## src/rtl/counter_pkg.sv

```systemverilog
// rtl/counter_pkg.sv - shared mode/direction encodings and clamp helper for the counter library
package counter_pkg;

    localparam bit MODE_WRAP = 1'b0;
    localparam bit MODE_SAT  = 1'b1;

    localparam bit DIR_DOWN  = 1'b0;
    localparam bit DIR_UP    = 1'b1;

    function automatic logic [31:0] clamp_to_max(input logic [31:0] value, input logic [31:0] max);
        return (value > max) ? max : value;
    endfunction

endpackage

```

## src/rtl/counter_prescaler.sv

```systemverilog
// rtl/counter_prescaler.sv - modulo-PRESCALE tick divider, one tick_out per PRESCALE tick_in cycles
module counter_prescaler #(
    parameter int unsigned PRESCALE = 4
) (
    input  logic clk,
    input  logic rst,
    input  logic clr,
    input  logic tick_in,
    output logic tick_out
);

    localparam int unsigned CW = (PRESCALE > 2) ? $clog2(PRESCALE) : 1;
    localparam logic [CW-1:0] LAST = CW'(PRESCALE - 1);

    logic [CW-1:0] r_phase;
    logic          w_last;

    assign w_last   = (r_phase == LAST);
    assign tick_out = tick_in && w_last;

    always_ff @(posedge clk) begin
        if (rst || clr) begin
            r_phase <= '0;
        end else if (tick_in) begin
            r_phase <= w_last ? '0 : r_phase + CW'(1);
        end
    end

endmodule

```

## src/rtl/updown_mod_counter.sv

```systemverilog
// rtl/updown_mod_counter.sv - up/down modulo counter with wrap/saturate, pulses, sticky flags, match
// Optional enable prescaler: UPDOWN_COUNTER_PRESCALE_EN
module updown_mod_counter
    import counter_pkg::*;
#(
    parameter int unsigned      WIDTH    = 8,
    parameter logic [WIDTH-1:0] MAX_VAL  = {WIDTH{1'b1}},
    parameter bit               SAT_MODE = MODE_WRAP,
    parameter int unsigned      PRESCALE = 4
) (
    input  logic             clk,
    input  logic             rst,
    input  logic             enable,
    input  logic             dir,
    input  logic             load,
    input  logic [WIDTH-1:0] data_in,
    input  logic [WIDTH-1:0] cmp_val,
    input  logic             clr_flags,
    output logic [WIDTH-1:0] count,
    output logic             ovf_pulse,
    output logic             unf_pulse,
    output logic             ovf_sticky,
    output logic             unf_sticky,
    output logic             match
);

    if (WIDTH < 2 || WIDTH > 32) begin : g_bad_width
        $error("updown_mod_counter: WIDTH out of range");
    end
    if (PRESCALE < 2 || PRESCALE > 256) begin : g_bad_prescale
        $error("updown_mod_counter: PRESCALE out of range");
    end

    logic [WIDTH-1:0] r_count;
    logic             r_ovf_pulse;
    logic             r_unf_pulse;
    logic             r_ovf_sticky;
    logic             r_unf_sticky;

    logic             w_step;
    logic [WIDTH-1:0] w_load_val;
    logic [WIDTH-1:0] w_next_count;
    logic             w_ovf_evt;
    logic             w_unf_evt;

`ifdef UPDOWN_COUNTER_PRESCALE_EN
    // A load takes priority over enable, so that cycle is not an accepted enable.
    counter_prescaler #(
        .PRESCALE (PRESCALE)
    ) u_prescaler (
        .clk      (clk),
        .rst      (rst),
        .clr      (load),
        .tick_in  (enable && !load),
        .tick_out (w_step)
    );
`else
    assign w_step = enable;
`endif

    assign w_load_val = WIDTH'(clamp_to_max(32'(data_in), 32'(MAX_VAL)));

    always_comb begin
        w_next_count = r_count;
        w_ovf_evt    = 1'b0;
        w_unf_evt    = 1'b0;
        if (load) begin
            w_next_count = w_load_val;
        end else if (w_step) begin
            if (dir == DIR_UP) begin
                if (r_count >= MAX_VAL) begin
                    w_ovf_evt    = 1'b1;
                    w_next_count = (SAT_MODE == MODE_SAT) ? MAX_VAL : '0;
                end else begin
                    w_next_count = r_count + WIDTH'(1);
                end
            end else begin
                if (r_count == '0) begin
                    w_unf_evt    = 1'b1;
                    w_next_count = (SAT_MODE == MODE_SAT) ? '0 : MAX_VAL;
                end else begin
                    w_next_count = r_count - WIDTH'(1);
                end
            end
        end
    end

    always_ff @(posedge clk) begin
        if (rst) begin
            r_count      <= '0;
            r_ovf_pulse  <= 1'b0;
            r_unf_pulse  <= 1'b0;
            r_ovf_sticky <= 1'b0;
            r_unf_sticky <= 1'b0;
        end else begin
            r_count      <= w_next_count;
            r_ovf_pulse  <= w_ovf_evt;
            r_unf_pulse  <= w_unf_evt;
            // A new event in the same cycle as clr_flags keeps the flag set.
            r_ovf_sticky <= w_ovf_evt || (r_ovf_sticky && !clr_flags);
            r_unf_sticky <= w_unf_evt || (r_unf_sticky && !clr_flags);
        end
    end

    assign count      = r_count;
    assign ovf_pulse  = r_ovf_pulse;
    assign unf_pulse  = r_unf_pulse;
    assign ovf_sticky = r_ovf_sticky;
    assign unf_sticky = r_unf_sticky;
    assign match      = (r_count == cmp_val);

endmodule

```

## config.mk

```make
export PLATFORM = sky130hd
export DESIGN_NAME = updown_mod_counter
export DESIGN_NICKNAME = d
export VERILOG_FILES = /design/src/rtl/counter_pkg.sv /design/src/rtl/counter_prescaler.sv /design/src/rtl/updown_mod_counter.sv
export SDC_FILE = /design/constraint.sdc
export NUM_CORES = 1
export LEC_CHECK = 0
export ABC_AREA = 0
export CORE_ASPECT_RATIO = 1.25
export CORE_MARGIN = 1.5
export CORE_UTILIZATION = 42
export DETAILED_ROUTE_END_ITERATION = 6
export PLACE_DENSITY = 0.76
export SLEW_MARGIN = 10
export SYNTH_ARGS = -nofsm -noshare
export SYNTH_HDL_FRONTEND = slang
export SYNTH_HIERARCHICAL = 1
export SYNTH_SLANG_ARGS = --single-unit
```

## constraint.sdc

```tcl
create_clock -name clk -period 2.1 [get_ports clk]
set_clock_uncertainty 0.1 [all_clocks]
set_input_delay 0.21 -clock clk [delete_from_list [all_inputs] [get_ports clk]]
set_output_delay 0.21 -clock clk [all_outputs]
set_load 0.01 [all_outputs]
```

==> reports/qor.csv <==
stage,metric,value,unit
power_and_ir_drop,Power Total,745,µW
detailed_routing,DRT Wirelength,3080,µm
logic_synthesis,Mapped Cells,130,
power_and_ir_drop,Pwr Density,495,nW/µm²
timing,max-slew violations,0,
layout,Final Util,60.8,%
logic_synthesis,synth top area cells,"dfxtp_1 21%, xnor2_1 6.3%, clkbuf_8 4.9%",
clocking,root buffer cell,clkbuf_4,
clocking,CTS Sinks,12,
place,RePlAce Congestion,0.852,
floorplanning,Initial Util,45.2,%
logic_synthesis,Syn Area/Cell,8.60,µm²
timing,fmax,518,MHz
clocking,Clock transition at path regs,80,ps
clocking,# H-tree levels,1,
min_path,min-delay src,data_in[2],
logic_synthesis,largest area contributor in the netlist,dfxtp_1,
logic_synthesis,register area share after synthesis,21.5,%
run_status,status,"complete, no violations",
power_and_ir_drop,worst ir drop on vdd,375,µV
layout,Layout fillers,231,
floorplanning,Ports,35,
logic_synthesis,Syn Nets,155,
timing,RSZ-0062 raised after global routing,false,
logic_synthesis,share of the synthesized area in the top cell type,21.5,%
layout,n_diodes,0,
clocking,CTS max path bufs,2,
detailed_routing,DR WL/cell,15.5,µm
layout,"most common cell after layout, fill and taps aside",clkdlybuf4s50_1,
timing,setup_tns,0,ps
critical_path,Setup crit start kind,flop,
job,Maximum Capacitance Violations,0,
detailed_routing,"antenna viol nets, final",0,
place,Post-DP HPWL,2290,µm
timing,Fin. Hold Viols,0,
logic_synthesis,Yosys cell types,51,
global_route,GRT Overall Usage,22.3,%
global_route,met2 GRT Util,37.6,%
layout,area growth from synthesis to final layout,34.6,%
global_route,grt met3 use,2.22,%
logic_synthesis,Main synth FF type,dfxtp_1,
floorplanning,Die Y-Extent,60.7,µm
global_route,Most Crowded Layer GR,met2,
logic_synthesis,post-synthesis instance area,1120,µm²
detailed_routing,Vias/cell,5.82,
detailed_routing,DRC viols,0,
detailed_routing,routed via count,1159,
clocking,Skew-Pair Late Insertion Delay,300,ps
floorplanning,Die ar.,2980,µm²
layout,layout cell share with drive strength beyond 1,18.1,%
logic_synthesis,Seq cells post-synth,12,
global_route,vias in the first global route,1170,
critical_path,launch point of the worst path,count[4],
global_route,largest net degree at the start of global routing,15,
detailed_routing,Initial DRT Pass Iterations,4,
logic_synthesis,number of synthesized flops with an enable pin,0,
timing,fin crit period,1930,ps
clocking,TritonCTS clock tree,yes,
floorplanning,Die X,49.2,µm
timing,actual slew at the worst max-slew pin,548,ps
floorplanning,CORE AREA,2480,µm²
critical_path,CP Max Fanout,11,
logic_synthesis,Yosys warning total,6,
timing,ratio of final minimum period to clock period,92.0,%
layout,multi-input logic area,744,µm²
critical_path,CP arrival,2060,ps
critical_path,Reg-to-Reg Start,count[4],
min_path,Min-Delay Path Class,in2reg,
critical_path,Critical Path RT,2230,ps
layout,sequential cell area,246,µm²
floorplanning,FP Rows,20,
detailed_routing,First DRT Iteration DRCs,26,
layout,most frequent cells in the layout,"33 x clkdlybuf4s50_1, 10 x a21oi_1, 9 x buf_4, 8 x xnor2_1",
clocking,CTS buffer count,3,
global_route,GR Util met1,26.3,%
global_route,gr ovfl total,0,
critical_path,crit end category,flop,
logic_synthesis,Async SR Flop Fraction,0,%
timing,Setup Viol. Count Final,0,
global_route,initial antenna violation count,0,
clocking,post-CTS setup buffer count,0,
layout,Layout Nets,192,
global_route,global-route wire length before repair,5050,µm
clocking,count of hold-fix buffers inserted at cts,0,
critical_path,crit path kind,reg2reg,
timing,relative slew slack,63.2,%
power_and_ir_drop,Lkg Pwr,0.000570,µW
place,port bufs,34,
[path summary, 6_finish.rpt]
| path | slack (ps) | cells after the start | endpoint |
|---|---|---|---|
| min | 360 | 3 | count[2] |
| min reg2reg | 380 | 2 | unf_sticky |
| max reg2reg | 170 | 4 | count[4] |
| max | 170 | 4 | count[4] |
[repair_timing]
| action | 4_1_cts | 5_1_grt |
|---|---|---|
| setup endpoints to repair | 1 | 1 |
| endpoints found under the hold margin | 0 | 0 |
| gates resized for setup | 3 | 3 |
[final cells by class]
| cell class | count | area share, % |
|---|---|---|
| Tap cell | 33 | 2.74 |
| Sequential cell | 12 | 16.4 |
| Timing Repair Buffer | 43 | 27.3 |
| Clock buffer | 4 | 2.41 |
| Inverter | 7 | 1.75 |
| Multi-Input combinational cell | 100 | 49.5 |
[synth_stat cells (2+ instances only)]
library cell,count
nand4_1,2
nor4_1,2
or3_1,2
ha_1,3
a21oi_1,10
a32o_1,2
o221ai_1,2
nand3_1,5
and4_2,2
nor3_1,3
inv_1,7
nor2_1,5
xnor2_1,8
a31oi_1,3
nor3b_1,2
and3_1,2
nor2b_1,2
clkbuf_8,4
xor2_1,2
clkbuf_1,3
o31ai_1,2
nand2b_1,2
nand2_1,7
o211ai_1,2
o21ai_0,3
dfxtp_1,12
o21bai_1,3
buf_6,3
a211oi_1,3
[registers in the layout, indices dropped and copies added, names as in the netlist]
name	cells
ovf_sticky	1
count	8
unf_pulse	1
unf_sticky	1
ovf_pulse	1
[cells by family (layout without fill, tap and decap cells)]
family                   after synthesis  in the layout  synth area share [%]
AND/OR/NAND/NOR                       45             45                  26.8
multiplexers                           2              2                  1.90
flip-flops                            12             12                  21.5
buffers and inverters                 18             54                  12.0
AO/OA/AOI/OAI                         40             40                  26.6
adder cells (fa/ha/maj)                3              3                  3.36
XOR/XNOR                              10             10                  7.83
[critical path: stages (launching register included)]
cell and delay [ps]:
dfxtp_2 410, nor4_4 570, a211oi_1 180, a2111oi_2 380
o221a_1 240
[power by group]
group	internal (µW)	switching [µW]	total, µW	leakage [µW]
combinational	146	122	268	0.000449
sequential	242	33.4	276	0.000100
clock	106	95.6	202	0.0000210
total	494	251	745	0.000570
[per-stage QoR]
step                      hold WS, ps  setup slack (ps)  cells  area (µm²)
final                             361               169    199        1510
after global routing              400              62.4    199        1510
after global placement            364               184    195        1460
after floorplan                   250              74.8    130        1120
after CTS                         370              6.40    199        1500
after detailed placement          370               130    195        1460
[per-layer routing]
layer,wire length [µm],vias up
met2,1520,41
met3,129,9
met1,1340,551
met4,89,0
met5,0,-
li1,-,558
Power figures use the tool's default switching activity.
